### src/rtl/servo_motor_pkg.sv
// Shared types and constants for the servo/motor command sequencer.
// Holds the ramp FSM state encoding, the command byte layout, the default
// failsafe targets and the servo target clamp helper.
package servo_motor_pkg;

    // Command byte layout: bit 7 picks the channel, bits 6:0 carry the target.
    localparam int unsigned CH_SEL_BIT = 32'd7;
    localparam int unsigned DUTY_W     = 32'd7;

    // Default failsafe targets: servo centred, motor stopped.
    localparam logic [6:0] SERVO_SAFE_DEF = 7'd64;
    localparam logic [6:0] MOTOR_SAFE_DEF = 7'd0;

    // Ramp sequencer: wait for a tick, step the motor, then step the servo.
    typedef enum logic [1:0] {
        IDLE   = 2'd0,
        STEP_M = 2'd1,
        STEP_S = 2'd2
    } seq_state_t;

    // Clamp a requested servo target into the accepted window [lo, hi].
    function automatic logic [6:0] clamp_servo(
        input logic [6:0] req,
        input logic [6:0] lo,
        input logic [6:0] hi
    );
        logic [6:0] res;
        if (req < lo) begin
            res = lo;
        end else if (req > hi) begin
            res = hi;
        end else begin
            res = req;
        end
        return res;
    endfunction

endpackage

### src/rtl/servo_motor_sequencer_slew_step.sv
// slew_step: one bounded ramp step from the current duty toward a target.
// Purely combinational; the sequencer time-shares a single instance between
// the motor and servo channels.
module slew_step
    import servo_motor_pkg::*;
(
    input  logic [DUTY_W-1:0] current,
    input  logic [DUTY_W-1:0] target,
    input  logic [DUTY_W-1:0] step,
    output logic [DUTY_W-1:0] next
);

    logic signed [7:0] diff_s;
    logic        [7:0] mag_s;

    // Snap to target when within one step, otherwise move one step toward it.
    // Moving by a full step only happens when the target is more than a step
    // away, so the 7-bit sum/difference can never wrap outside 0..127.
    always_comb begin
        diff_s = $signed({1'b0, target}) - $signed({1'b0, current});
        if (diff_s[7]) begin
            mag_s = 8'd0 - diff_s;
        end else begin
            mag_s = diff_s;
        end
        if (mag_s <= {1'b0, step}) begin
            next = target;
        end else if (diff_s[7]) begin
            next = current - step;
        end else begin
            next = current + step;
        end
    end

endmodule

### src/rtl/servo_motor_sequencer.sv
// servo_motor_sequencer: decodes command bytes into per-channel targets and
// slews the applied motor/servo duties toward them, one bounded step per
// channel per ramp tick, pulsing a load strobe whenever a duty changes.
// Optional feature macro: SERVO_MOTOR_WDT_EN builds in the command watchdog
// that forces both channels to their safe targets when commands stop.
module servo_motor_sequencer
    import servo_motor_pkg::*;
#(
    parameter logic [16:0] RAMP_DIV   = 17'd5000,
    parameter logic [6:0]  STEP       = 7'd2,
    parameter logic [6:0]  SERVO_MIN  = 7'd10,
    parameter logic [6:0]  SERVO_MAX  = 7'd118,
    parameter logic [6:0]  SERVO_SAFE = SERVO_SAFE_DEF,
    parameter logic [6:0]  MOTOR_SAFE = MOTOR_SAFE_DEF,
    parameter logic [31:0] WDT_CYCLES = 32'd5_000_000
) (
    input  logic       clk,
    input  logic       clr_n,
    input  logic [7:0] control_val,
    input  logic       data_ready,
    output logic [6:0] motor_duty,
    output logic [6:0] servo_duty,
    output logic       motor_load,
    output logic       servo_load,
    output logic       failsafe,
    output logic       busy
);

    logic [16:0]       tick_cnt_r;
    logic              tick_s;
    seq_state_t        state_r;
    seq_state_t        state_nxt_s;
    logic [6:0]        motor_tgt_r;
    logic [6:0]        servo_tgt_r;
    logic [6:0]        motor_duty_r;
    logic [6:0]        servo_duty_r;
    logic              motor_load_r;
    logic              servo_load_r;
    logic              failsafe_r;
    logic [6:0]        slew_cur_s;
    logic [6:0]        slew_tgt_s;
    logic [6:0]        slew_next_s;
    logic              cmd_servo_s;
    logic [6:0]        cmd_val_s;
    logic [6:0]        cmd_servo_tgt_s;
    logic              wdt_hit_s;

    assign tick_s          = (tick_cnt_r == (RAMP_DIV - 17'd1));
    assign cmd_servo_s     = control_val[CH_SEL_BIT];
    assign cmd_val_s       = control_val[DUTY_W-1:0];
    assign cmd_servo_tgt_s = clamp_servo(cmd_val_s, SERVO_MIN, SERVO_MAX);

    // Ramp tick prescaler: free-running 0..RAMP_DIV-1, tick at terminal count.
    always_ff @(posedge clk or negedge clr_n) begin
        if (!clr_n) begin
            tick_cnt_r <= 17'd0;
        end else if (tick_s) begin
            tick_cnt_r <= 17'd0;
        end else begin
            tick_cnt_r <= tick_cnt_r + 17'd1;
        end
    end

    // Sequencer state register.
    always_ff @(posedge clk or negedge clr_n) begin
        if (!clr_n) begin
            state_r <= IDLE;
        end else begin
            state_r <= state_nxt_s;
        end
    end

    // Next-state logic and steering of the shared slew stepper.
    always_comb begin
        state_nxt_s = state_r;
        slew_cur_s  = motor_duty_r;
        slew_tgt_s  = motor_tgt_r;
        case (state_r)
            IDLE: begin
                if (tick_s) begin
                    state_nxt_s = STEP_M;
                end else begin
                    state_nxt_s = IDLE;
                end
            end
            STEP_M: begin
                state_nxt_s = STEP_S;
            end
            STEP_S: begin
                state_nxt_s = IDLE;
                slew_cur_s  = servo_duty_r;
                slew_tgt_s  = servo_tgt_r;
            end
            default: begin
                state_nxt_s = IDLE;
            end
        endcase
    end

    slew_step u_slew_step (
        .current (slew_cur_s),
        .target  (slew_tgt_s),
        .step    (STEP),
        .next    (slew_next_s)
    );

    // Applied duties and their load strobes; a strobe marks the first cycle a
    // changed duty is visible, so an unchanged step produces no strobe.
    always_ff @(posedge clk or negedge clr_n) begin
        if (!clr_n) begin
            motor_duty_r <= MOTOR_SAFE;
            servo_duty_r <= SERVO_SAFE;
            motor_load_r <= 1'b0;
            servo_load_r <= 1'b0;
        end else begin
            if (state_r == STEP_M) begin
                motor_duty_r <= slew_next_s;
                motor_load_r <= (slew_next_s != motor_duty_r);
            end else begin
                motor_load_r <= 1'b0;
            end
            if (state_r == STEP_S) begin
                servo_duty_r <= slew_next_s;
                servo_load_r <= (slew_next_s != servo_duty_r);
            end else begin
                servo_load_r <= 1'b0;
            end
        end
    end

`ifdef SERVO_MOTOR_WDT_EN
    logic [31:0] idle_cnt_r;

    // Command idle counter: cleared by every command, saturates at timeout.
    always_ff @(posedge clk or negedge clr_n) begin
        if (!clr_n) begin
            idle_cnt_r <= 32'd0;
        end else if (data_ready) begin
            idle_cnt_r <= 32'd0;
        end else if (idle_cnt_r != (WDT_CYCLES - 32'd1)) begin
            idle_cnt_r <= idle_cnt_r + 32'd1;
        end else begin
            idle_cnt_r <= idle_cnt_r;
        end
    end

    assign wdt_hit_s = (idle_cnt_r == (WDT_CYCLES - 32'd1));
`else
    // Without the watchdog the timeout never fires; the timeout parameter is
    // still part of the interface so both builds share one parameter list.
    assign wdt_hit_s = (WDT_CYCLES == 32'd0) && 1'b0;
`endif

    // Channel targets and failsafe flag. A command only retargets its own
    // channel and wins over a simultaneous watchdog timeout.
    always_ff @(posedge clk or negedge clr_n) begin
        if (!clr_n) begin
            motor_tgt_r <= MOTOR_SAFE;
            servo_tgt_r <= SERVO_SAFE;
            failsafe_r  <= 1'b0;
        end else if (data_ready) begin
            failsafe_r <= 1'b0;
            if (cmd_servo_s) begin
                servo_tgt_r <= cmd_servo_tgt_s;
            end else begin
                motor_tgt_r <= cmd_val_s;
            end
        end else if (wdt_hit_s) begin
            motor_tgt_r <= MOTOR_SAFE;
            servo_tgt_r <= SERVO_SAFE;
            failsafe_r  <= 1'b1;
        end else begin
            failsafe_r <= failsafe_r;
        end
    end

    assign motor_duty = motor_duty_r;
    assign servo_duty = servo_duty_r;
    assign motor_load = motor_load_r;
    assign servo_load = servo_load_r;
    assign failsafe   = failsafe_r;
    assign busy       = (motor_duty_r != motor_tgt_r) | (servo_duty_r != servo_tgt_r);

endmodule

### config.mk
export PLATFORM = sky130hd
export DESIGN_NAME = servo_motor_sequencer
export DESIGN_NICKNAME = d
export VERILOG_FILES = /design/src/rtl/servo_motor_pkg.sv /design/src/rtl/servo_motor_sequencer_slew_step.sv /design/src/rtl/servo_motor_sequencer.sv
export SDC_FILE = /design/constraint.sdc
export NUM_CORES = 1
export LEC_CHECK = 0
export CAP_MARGIN = 20
export CORE_UTILIZATION = 50
export CTS_CLUSTER_DIAMETER = 80
export DETAILED_ROUTE_END_ITERATION = 16
export PLACE_DENSITY = 0.73
export SETUP_SLACK_MARGIN = 0.5
export SYNTH_ARGS = -nofsm -noshare
export SYNTH_HDL_FRONTEND = slang
export SYNTH_SLANG_ARGS = --single-unit
### constraint.sdc
create_clock -name clk -period 4.1 [get_ports clk]
set_input_delay 1.23 -clock clk [delete_from_list [all_inputs] [get_ports clk]]
set_output_delay 1.23 -clock clk [all_outputs]
set_load 0.02 [all_outputs]
* Word-level counts from Yosys, hierarchy flattened
Index checks and enable logic that the tools add are counted.
** Word-level totals
- Bits in registers :: 49
- Input port bits :: 11
- Output and inout bits :: 18
** Cells by class
- Add/subtract/negate cells :: 5
- Magnitude comparators :: 3
- Equality and inequality tests :: 7
- Muxes and demuxes :: 12
- Bitwise gates (word level) :: 2
- Reduce and logical (&&, ||, !) cells :: 3
** Operators with widths (number)
- 2-to-1 mux 7 bit :: 6
- != test 7 bit :: 4
- adder 17 x 1 -> 17 bit, second input constant :: 1
- equality test 17 x 13 -> 1 bit, second input constant :: 1
- 2-to-1 mux 17 bit :: 1
- less-or-equal comparator 8 x 2 -> 1 bit, second input constant :: 1
- 2-to-1 mux 8 bit :: 1
- subtractor 1 x 8 -> 8 bit, first input constant :: 1
- subtractor 7 x 7 -> 8 bit :: 1
- adder 7 x 2 -> 7 bit, second input constant :: 1
- greater-than comparator 7 bit, second input constant :: 1
- less-than comparator 7 x 4 -> 1 bit, second input constant :: 1
- subtractor 7 x 2 -> 7 bit, second input constant :: 1
- case mux 2 bit (2 select lines) :: 1
- AND reduction 2 bit :: 2
- 2-to-1 mux 1 bit :: 3
- equality test 2 x 1 -> 1 bit, second input constant :: 1
- equality test 2 bit, second input constant :: 1
- logical NOT 2 bit :: 1
- inverter 1 bit :: 1
- bitwise OR 1 bit :: 1

* Longest topological paths before layout
- Word-level depth :: 9
- Depth in mapped cells :: 22

* By module
A second synthesis with hierarchy kept.
** Second synthesis, totals
- Cell total of the unflattened synthesis :: 361
- Area, all modules :: 3611.0 µm²
** Modules (own cells, without submodules)
- servo_motor_sequencer :: times used 1, cells each 211, area each 2486.1 µm²
- slew_step :: times used 1, cells each 150, area each 1124.8 µm²

* Worst setup path before layout
Ideal clock, no wire load.
- Path kind :: register to register
- Start :: reg state_r[0]
- End :: reg servo_load_r (netlist: servo_load)
- Library setup time :: 143 ps
- Arrival :: 4245 ps
- Data required time :: 3957 ps
- Slack :: -288 ps
- Stages on the path, launching flop included :: 21
- Buffers on the path :: 2
- Clock period less this slack :: 4388 ps
- Cell sequence :: dfrtp_1 -> and2b_2 -> clkbuf_1 -> mux2_2 -> inv_1 -> ha_1 -> maj3_1 -> mux2_4 -> o31a_1 -> buf_6 -> inv_4 -> ha_1 -> a21oi_1 -> o21bai_1 -> a21oi_1 -> a2bb2oi_1 -> xor2_1 -> o21ai_1 -> and3_1 -> nor3_1 -> a41oi_1
** On the way
- Longest elaborated chain between the ends :: 9
- Elaborated cells between the ends (all ways) :: 13
- Those cells by class :: add/sub: 4; order compare: 1; eq/ne: 2; mux: 6
** RTL lines
- start: declaration :: RTL line servo_motor_sequencer.sv:31 : seq_state_t state_r;
- start signal: assignment :: RTL line servo_motor_sequencer.sv:69 : state_r <= state_nxt_s;
- equality test 2 bit * :: RTL line servo_motor_sequencer.sv:78, servo_motor_sequencer.sv:122
- 2-to-1 mux 7 bit :: RTL line servo_motor_sequencer.sv:78 : case (state_r)
- subtractor 7 x 7 -> 8 bit :: RTL line servo_motor_sequencer_slew_step.sv:20 : diff_s = $signed({1'b0, target}) - $signed({1'b0, current});
- subtractor 1 x 8 -> 8 bit :: RTL line servo_motor_sequencer_slew_step.sv:22 : mag_s = 8'd0 - diff_s;
- 2-to-1 mux 8 bit :: RTL line servo_motor_sequencer_slew_step.sv:21 : if (diff_s[7]) begin
- less-or-equal comparator 8 x 2 -> 1 bit :: RTL line servo_motor_sequencer_slew_step.sv:26 : if (mag_s <= {1'b0, step}) begin
- 2-to-1 mux 7 bit :: RTL line servo_motor_sequencer_slew_step.sv:26
- != test 7 bit :: RTL line servo_motor_sequencer.sv:124 : servo_load_r <= (slew_next_s != servo_duty_r);
- 2-to-1 mux 1 bit * :: RTL line servo_motor_sequencer.sv:122 : if (state_r == STEP_S) begin
- end signal: assignment :: RTL line servo_motor_sequencer.sv:124
- end: declaration :: RTL line servo_motor_sequencer.sv:38 : logic servo_load_r;
Mark *: on every way between the ends. The rest lies on a longest branch, timed or not.
A chain may end at the register's enable or synchronous reset.

* Final worst setup path
Ends and elaborated chain as after synthesis.

==> run metrics <==
GRT Residual Overflow 0; worst-case clock buffer depth 2; worst-skew pair later-pin latency 0.31 ns; number of synthesized flops with an enable pin 0; status finished, violations left; Sink Count 49; capturing point of the worst reg2reg path servo_load$_DFF_PN0_; DP HPWL 7.40 mm; top cell type's share of synthesized area 32.7%; count leader, synth dfrtp_1; synthesis warning total 0; synthesized flop and latch total 49; Gate Count Post-Synth 396; Chip Height 86.9 um; TritonCTS buffer count 5; Startpoint Class flip-flop; R2R cell count 18; Layout Skew 0.0113 ns; Mapped Nets 419; routed vias/inst 6.00; RSZ-0062 raised after global routing true; antenna-violating nets left 0; Worst slew margin 51.1%; Unique masters post-synth 79; vias in the first global route 3497; Core ar. 6870 um^2; Final Hold Fails 0; I/O pin count 29; Final Setup Violations 5; fin crit period 4.37 ns; failing checks setup timing; crit path to servo_load$_DFF_PN0_; Pwr Density 291 nW/um^2; reg-to-reg slack, setup -0.27 ns; period utilization 106%; Max FO, Critical Path 7; fmax 229 MHz; initial antenna violation count 0; Tot GR Track Use 31.1%; Root Driver clkbuf_8; number of fill cells in the layout 416; initial drt markers 312; pin count of the biggest net entering global routing 50; total leakage power 0.00234 uW; sequential fraction of the synthesis area 34.1%; Horiz. Die Dim 86.9 um; Cell Area, Placed 4370 um^2; first-pass GRT wire length 17.8 mm; detailed-route via count 3658; WS Path Type reg2reg; # port buffers 27; max-slew violation count 0; Most used DFF post-synth dfrtp_1; Crit. Startpoint state_r[0]$_DFF_PN0_; initial core utilization 52.4%; router iterations before antenna repair 5; clock transition at the registers of the reported paths 0.10 ns; Total Power 1520 uW; R2R Path Start state_r[0]$_DFF_PN0_; Ant. Diodes 0; Die Area 7550 um^2; H-tree levels 2; Avg Synthesized Cell Area 9.10 um^2; setup_tns -0.651 ns; worst hold slack 0.463 ns; Final WS setup -0.265 ns; max-cap viol count 0; # DRC 0; worst slew pin tran 0.727 ns; Hold WC Path Type reg2reg; row cnt 30; layout cells sized above 1 38.5%; synthesized area 3600 um^2; CP arrival 4.56 ns; synthesis-to-layout area growth 45.1%; CTS tree done; gp weighted congestion 0.897; Critical Path RT 4.29 ns; WL/cell 20.1 um; worst IR drop on VDD 253 uV; design area 5230 um^2; kind of end point of the critical path flip-flop; WL final 12.2 mm; post-layout utilization of the core 76.1%; Synth async-reset ratio 100%; Final nets 536; biggest area consumer among synthesized cells dfrtp_1; top area cells in the synthesized netlist dfrtp_1 33%, xor2_1 8.0%, nand2_1 4.7%, xnor2_1 3.9%, ha_1 3.5%; Synth top cells by count 47 x dfrtp_1, 45 x nand2_1, 33 x nor2_1, 33 x xor2_1, 18 x a21oi_1
[through the flow]
step | worst slack (ns) | instances
floorplan | 0.130 | 396
global placement | -0.0520 | 545
detailed placement | -0.152 | 545
CTS | -0.0153 | 598
global route | -0.378 | 610
finish | -0.265 | 610
[layout make-up]
type	count	area, um^2	area share, %
sequential	49	1230	23.5
inverter	17	76.3	1.46
multi-input combinational	313	2630	50.3
tap	96	120	2.30
timing repair buffer	127	1090	20.8
clock buffer	7	76.3	1.46
clock inverter	1	7.51	0.144
[repair_timing]
item / in CTS / in global routing
setup buffers: 45 / 11
hold buffers: 0 / 0
pin swaps: 31 / 26
endpoints found under the setup margin: 16 / 17
gates resized for setup: 39 / 34
[power breakdown]
group / internal [uW] / total (uW) / switching, uW
Sequential: 504 / 538 / 33.7
Combinational: 327 / 694 / 367
Clock: 121 / 288 / 167
[routing by layer]
metal / up-vias / global-route usage, % / share of wire, %
met4: 0 / 15.2 / 5.0
li1: 1641 / - / -
met2: 216 / 50.2 / 47
met1: 1741 / 41.1 / 40
met5: - / 0 / 0
met3: 60 / 4.64 / 7.9
[registers in the layout, indices dropped and copies added, names as in the netlist]
signal and cells:
tick_cnt_r 17, motor_duty 7, motor_tgt_r 7, servo_duty 7, servo_tgt_r 7, state_r 2, motor_load 1, servo_load 1
[worst min path at each step]
stage,startpoint,end,slack (ns),cells past startpoint
global placement,tick_cnt_r[0]$_DFF_PN0_,tick_cnt_r[0]$_DFF_PN0_,0.44,1
global route,tick_cnt_r[0]$_DFF_PN0_,tick_cnt_r[0]$_DFF_PN0_,0.48,1
finish,tick_cnt_r[0]$_DFF_PN0_,tick_cnt_r[0]$_DFF_PN0_,0.46,1
CTS,tick_cnt_r[0]$_DFF_PN0_,tick_cnt_r[0]$_DFF_PN0_,0.46,1
floorplan,tick_cnt_r[0]$_DFF_PN0_,tick_cnt_r[0]$_DFF_PN0_,0.43,1
detailed placement,tick_cnt_r[0]$_DFF_PN0_,tick_cnt_r[0]$_DFF_PN0_,0.45,1
[logic make-up after synthesis]
| kind of cell | after synthesis | share of synthesized area [%] |
|---|---|---|
| compound gates | 81 | 15.9 |
| xor+xnor | 50 | 12.4 |
| fa+ha+maj | 15 | 5.49 |
| buf+inv | 34 | 4.55 |
| flops | 49 | 34.1 |
| mux | 25 | 7.85 |
| other cells | 1 | 0.104 |
| simple gates | 141 | 19.6 |
[layout by cell type (no fill, tap or decap), drive strengths merged, types with 3 or more instances in the layout]
cell type,synthesis,routed
a21oi,20,20
a31oi,6,6
a41oi,4,4
and2,3,3
and3,7,7
buf,8,101
clkbuf,9,7
clkdlybuf4s50,0,26
dfrtp,47,47
ha,10,10
inv,17,17
maj3,3,3
mux2,13,13
mux2i,12,12
nand2,46,46
nand2b,5,5
nand3,10,10
nand4,4,4
nor2,34,34
nor2b,4,4
nor3,6,6
nor4,8,8
o211ai,3,3
o21ai,17,17
o31ai,3,3
xnor2,17,17
xor2,33,33
[critical path, cell delays in order, from the launching register on]
cell	delay, ns
dfrtp_1	0.41
and2b_4	0.37
buf_6	0.14
mux2i_4	0.25
ha_4	0.17
nand2b_4	0.06
a221oi_4	0.31
o221a_2	0.26
o31a_1	0.29
inv_8	0.07
fa_2	0.35
maj3_2	0.33
a21oi_4	0.16
xor2_2	0.26
buf_4	0.19
xor2_1	0.20
nand4_1	0.17
o21ai_2	0.13
a41oi_2	0.13
No activity file was read; power rests on OpenSTA's default activity.
==> RTL edit, RTL diff (same settings) <==
Build with the macro `SERVO_MOTOR_WDT_EN` defined.
--- a/src/rtl/servo_motor_sequencer.sv
+++ b/src/rtl/servo_motor_sequencer.sv
@@ -4,4 +4,6 @@
 // Optional feature macro: SERVO_MOTOR_WDT_EN builds in the command watchdog
 // that forces both channels to their safe targets when commands stop.
+`define SERVO_MOTOR_WDT_EN
+
 module servo_motor_sequencer
     import servo_motor_pkg::*;
Formal check against the unedited RTL: same outputs for any inputs over 10 cycles, from zero or initial values; that may be too few to reach the edited logic, so the function may still have changed.
==> RTL edit against the unedited design <==
Die area up 48%; first-iteration DRC count down 4.2%; count of clock-buffer cells in the layout is 4 higher; via count rose by 40%; synthesized area increased by 49%; clock power up 110%; sequential cell count up 33; wire length grew 25%; worst setup slack better by 320 ps; critical path depth increased by 1; worst hold slack improved by 33 ps; power rose by 48%; cell area is 35% higher; critical path type unchanged; critical endpoint is now motor_load; largest cell class unchanged; largest power group is now registers; highest routed layer unchanged.
==> RTL edit: results (changes against the unedited design) <==
- Cells after DPL: 801 (+47%)
- Hold Startpoint: tick_cnt_r[16]
- Placed inst area: 6270 sq um (+43%)
- Hpwl dp: 10,300 um (+39%)
- Global-route wire length before repair: 24,200 um (+35%)
- H-tree depth: 3 (+1)
- Vias in the first global route: 4,966 (+42%)
- Nets: 729 (+36%)
- Gate Count Post-Synth: 608 (+54%)
- Static leakage: 3.01 nW (+28%)
- Final wirelength: 15,300 um (+25%)
- Hold Crit Class: reg2reg
- Slew headroom: 0.519 (+0.00847)
- R2R Setup Slk: 50 ps (+320 ps)
- Largest net degree at the start of global routing: 83 (+66%)
- Routed length on met1: 6570 um (+33%)
- Maximum VDD drop: 0.209 mV (-18%)
- Arr. time, crit path: 4300 ps (-260 ps)
- Met3 usage: 0.0470 (+0.000555)
- Clock slew at reported path FFs: 100 ps (about the same)
- Met3 Routed Length: 997 um (+3.2%)
- Post-Layout Cell Count: 846 (+39%)
- Synth unique cells: 73 (-7.6%)
- Clk_lat worst skew: 360 ps (+50 ps)
- Worst-path maximum fanout: 5 (-2)
- Post-Place Worst Slack: -74.9 ps (+76.8 ps)
- Status: finished clean
- Top cells by area, synth: dfrtp_1 37%, xor2_1 6.2%, nand2_1 5.1%
- Reg2Reg Depth: 19 (+1)
- Sequential share of the synthesized area: 0.383 (+0.0422)
- Peak Freq: 0.247 GHz (+7.8%)
- Port bufs: 28 (+3.7%)
- Mapped Nets: 632 (+51%)
- Worst hold path endpoint: tick_cnt_r[16]
- Antenna fix cells: 0 (unchanged)
- Hold slack: 495 ps (+32.6 ps)
- RePlAce Congestion: 0.959 (+7.0%)
- Critical path startpoint: state_r[1]
- DR pass1 iterations: 7 (+2)
- Clock Skew: 15.6 ps (+4.31 ps)
- Met2 usage: 0.454 (-0.0474)
- End of the critical path: motor_load
- Share of layout cells above drive strength 1: 0.262 (-0.123)
- WHS Path Cells: 1 (unchanged)
- Gr usage total: 0.274 (-0.0376)
- Synth top cells by count: 80 x dfrtp_1, 73 x nand2_1, 58 x nor2_1, 38 x xor2_1, 34 x o21ai_0
- Met1 usage in global routing: 0.362 (-0.0484)
- DR vias: 5,123 (+40%)
- TritonCTS Buffers: 9 (+4)
- Iter 0 DRT Violations: 299 (-4.2%)
- Met2 Routed Length: 7470 um (+30%)
- Ys async rst share: 1.00 (unchanged)
==> RTL edit: changes by cell type in the layout (fill, tap and decap cells not counted), moves of 9 or more <==
| cell | unedited run | this run |
|---|---|---|
| nor2_1 | 31 | 54 |
| or3_1 | 1 | 16 |
| dfrtp_1 | 47 | 80 |
| nand3_1 | 10 | 19 |
| buf_4 | 83 | 59 |
| nand2_1 | 41 | 67 |
| o21ai_0 | 4 | 28 |
==> RTL edit: cell type report <==
class	count	area, sq um
tap	136	170
inverter	22	90.1
timing repair buffer	110	980
clock inverter	5	61.3
sequential	82	2050
multi-input combinational	480	3580
fill	806	3300
clock buffer	11	141
==> RTL edit: logic make-up (layout without fill, tap and decap cells) <==
kind of cell | count (synthesis) | in the layout | share of synthesized area
and+or+nand+nor | 260 | 261 | 0.246
muxes | 16 | 16 | 0.0313
buffers and inverters | 47 | 148 | 0.0390
adders and majority gates | 15 | 15 | 0.0369
xor gates and xnor gates | 61 | 61 | 0.101
DFF | 82 | 82 | 0.383
AOI/OAI and AO/OA | 127 | 127 | 0.162
==> RTL edit: what timing repair did <==
item,CTS,global route
resized for setup,42,40
buffers inserted,16,9
gates cloned,0,3
pin swaps,20,22
endpoints found under the setup margin,16,16
==> RTL edit: power by group <==
part	leakage [nW]	internal, mW	switching, mW
combinational	1.81	0.381	0.397
sequential	1.11	0.825	0.0300
clock	0.0922	0.301	0.313
total	3.01	1.51	0.740
==> RTL edit: critical path: stages, from the launching register on <==
cell       delay [ps]
dfrtp_1           400
nor2b_4           130
buf_6             130
mux2i_4           190
ha_4              180
inv_2              50
fa_2              210
inv_2              60
or4_4             550
o211ai_4          140
xor2_4            230
and3_4            230
a22oi_2            70
o2bb2ai_4         160
buf_2             160
buf_4             140
a2111o_1          270
nand3_1           100
nand4_1           120
o41a_1            420
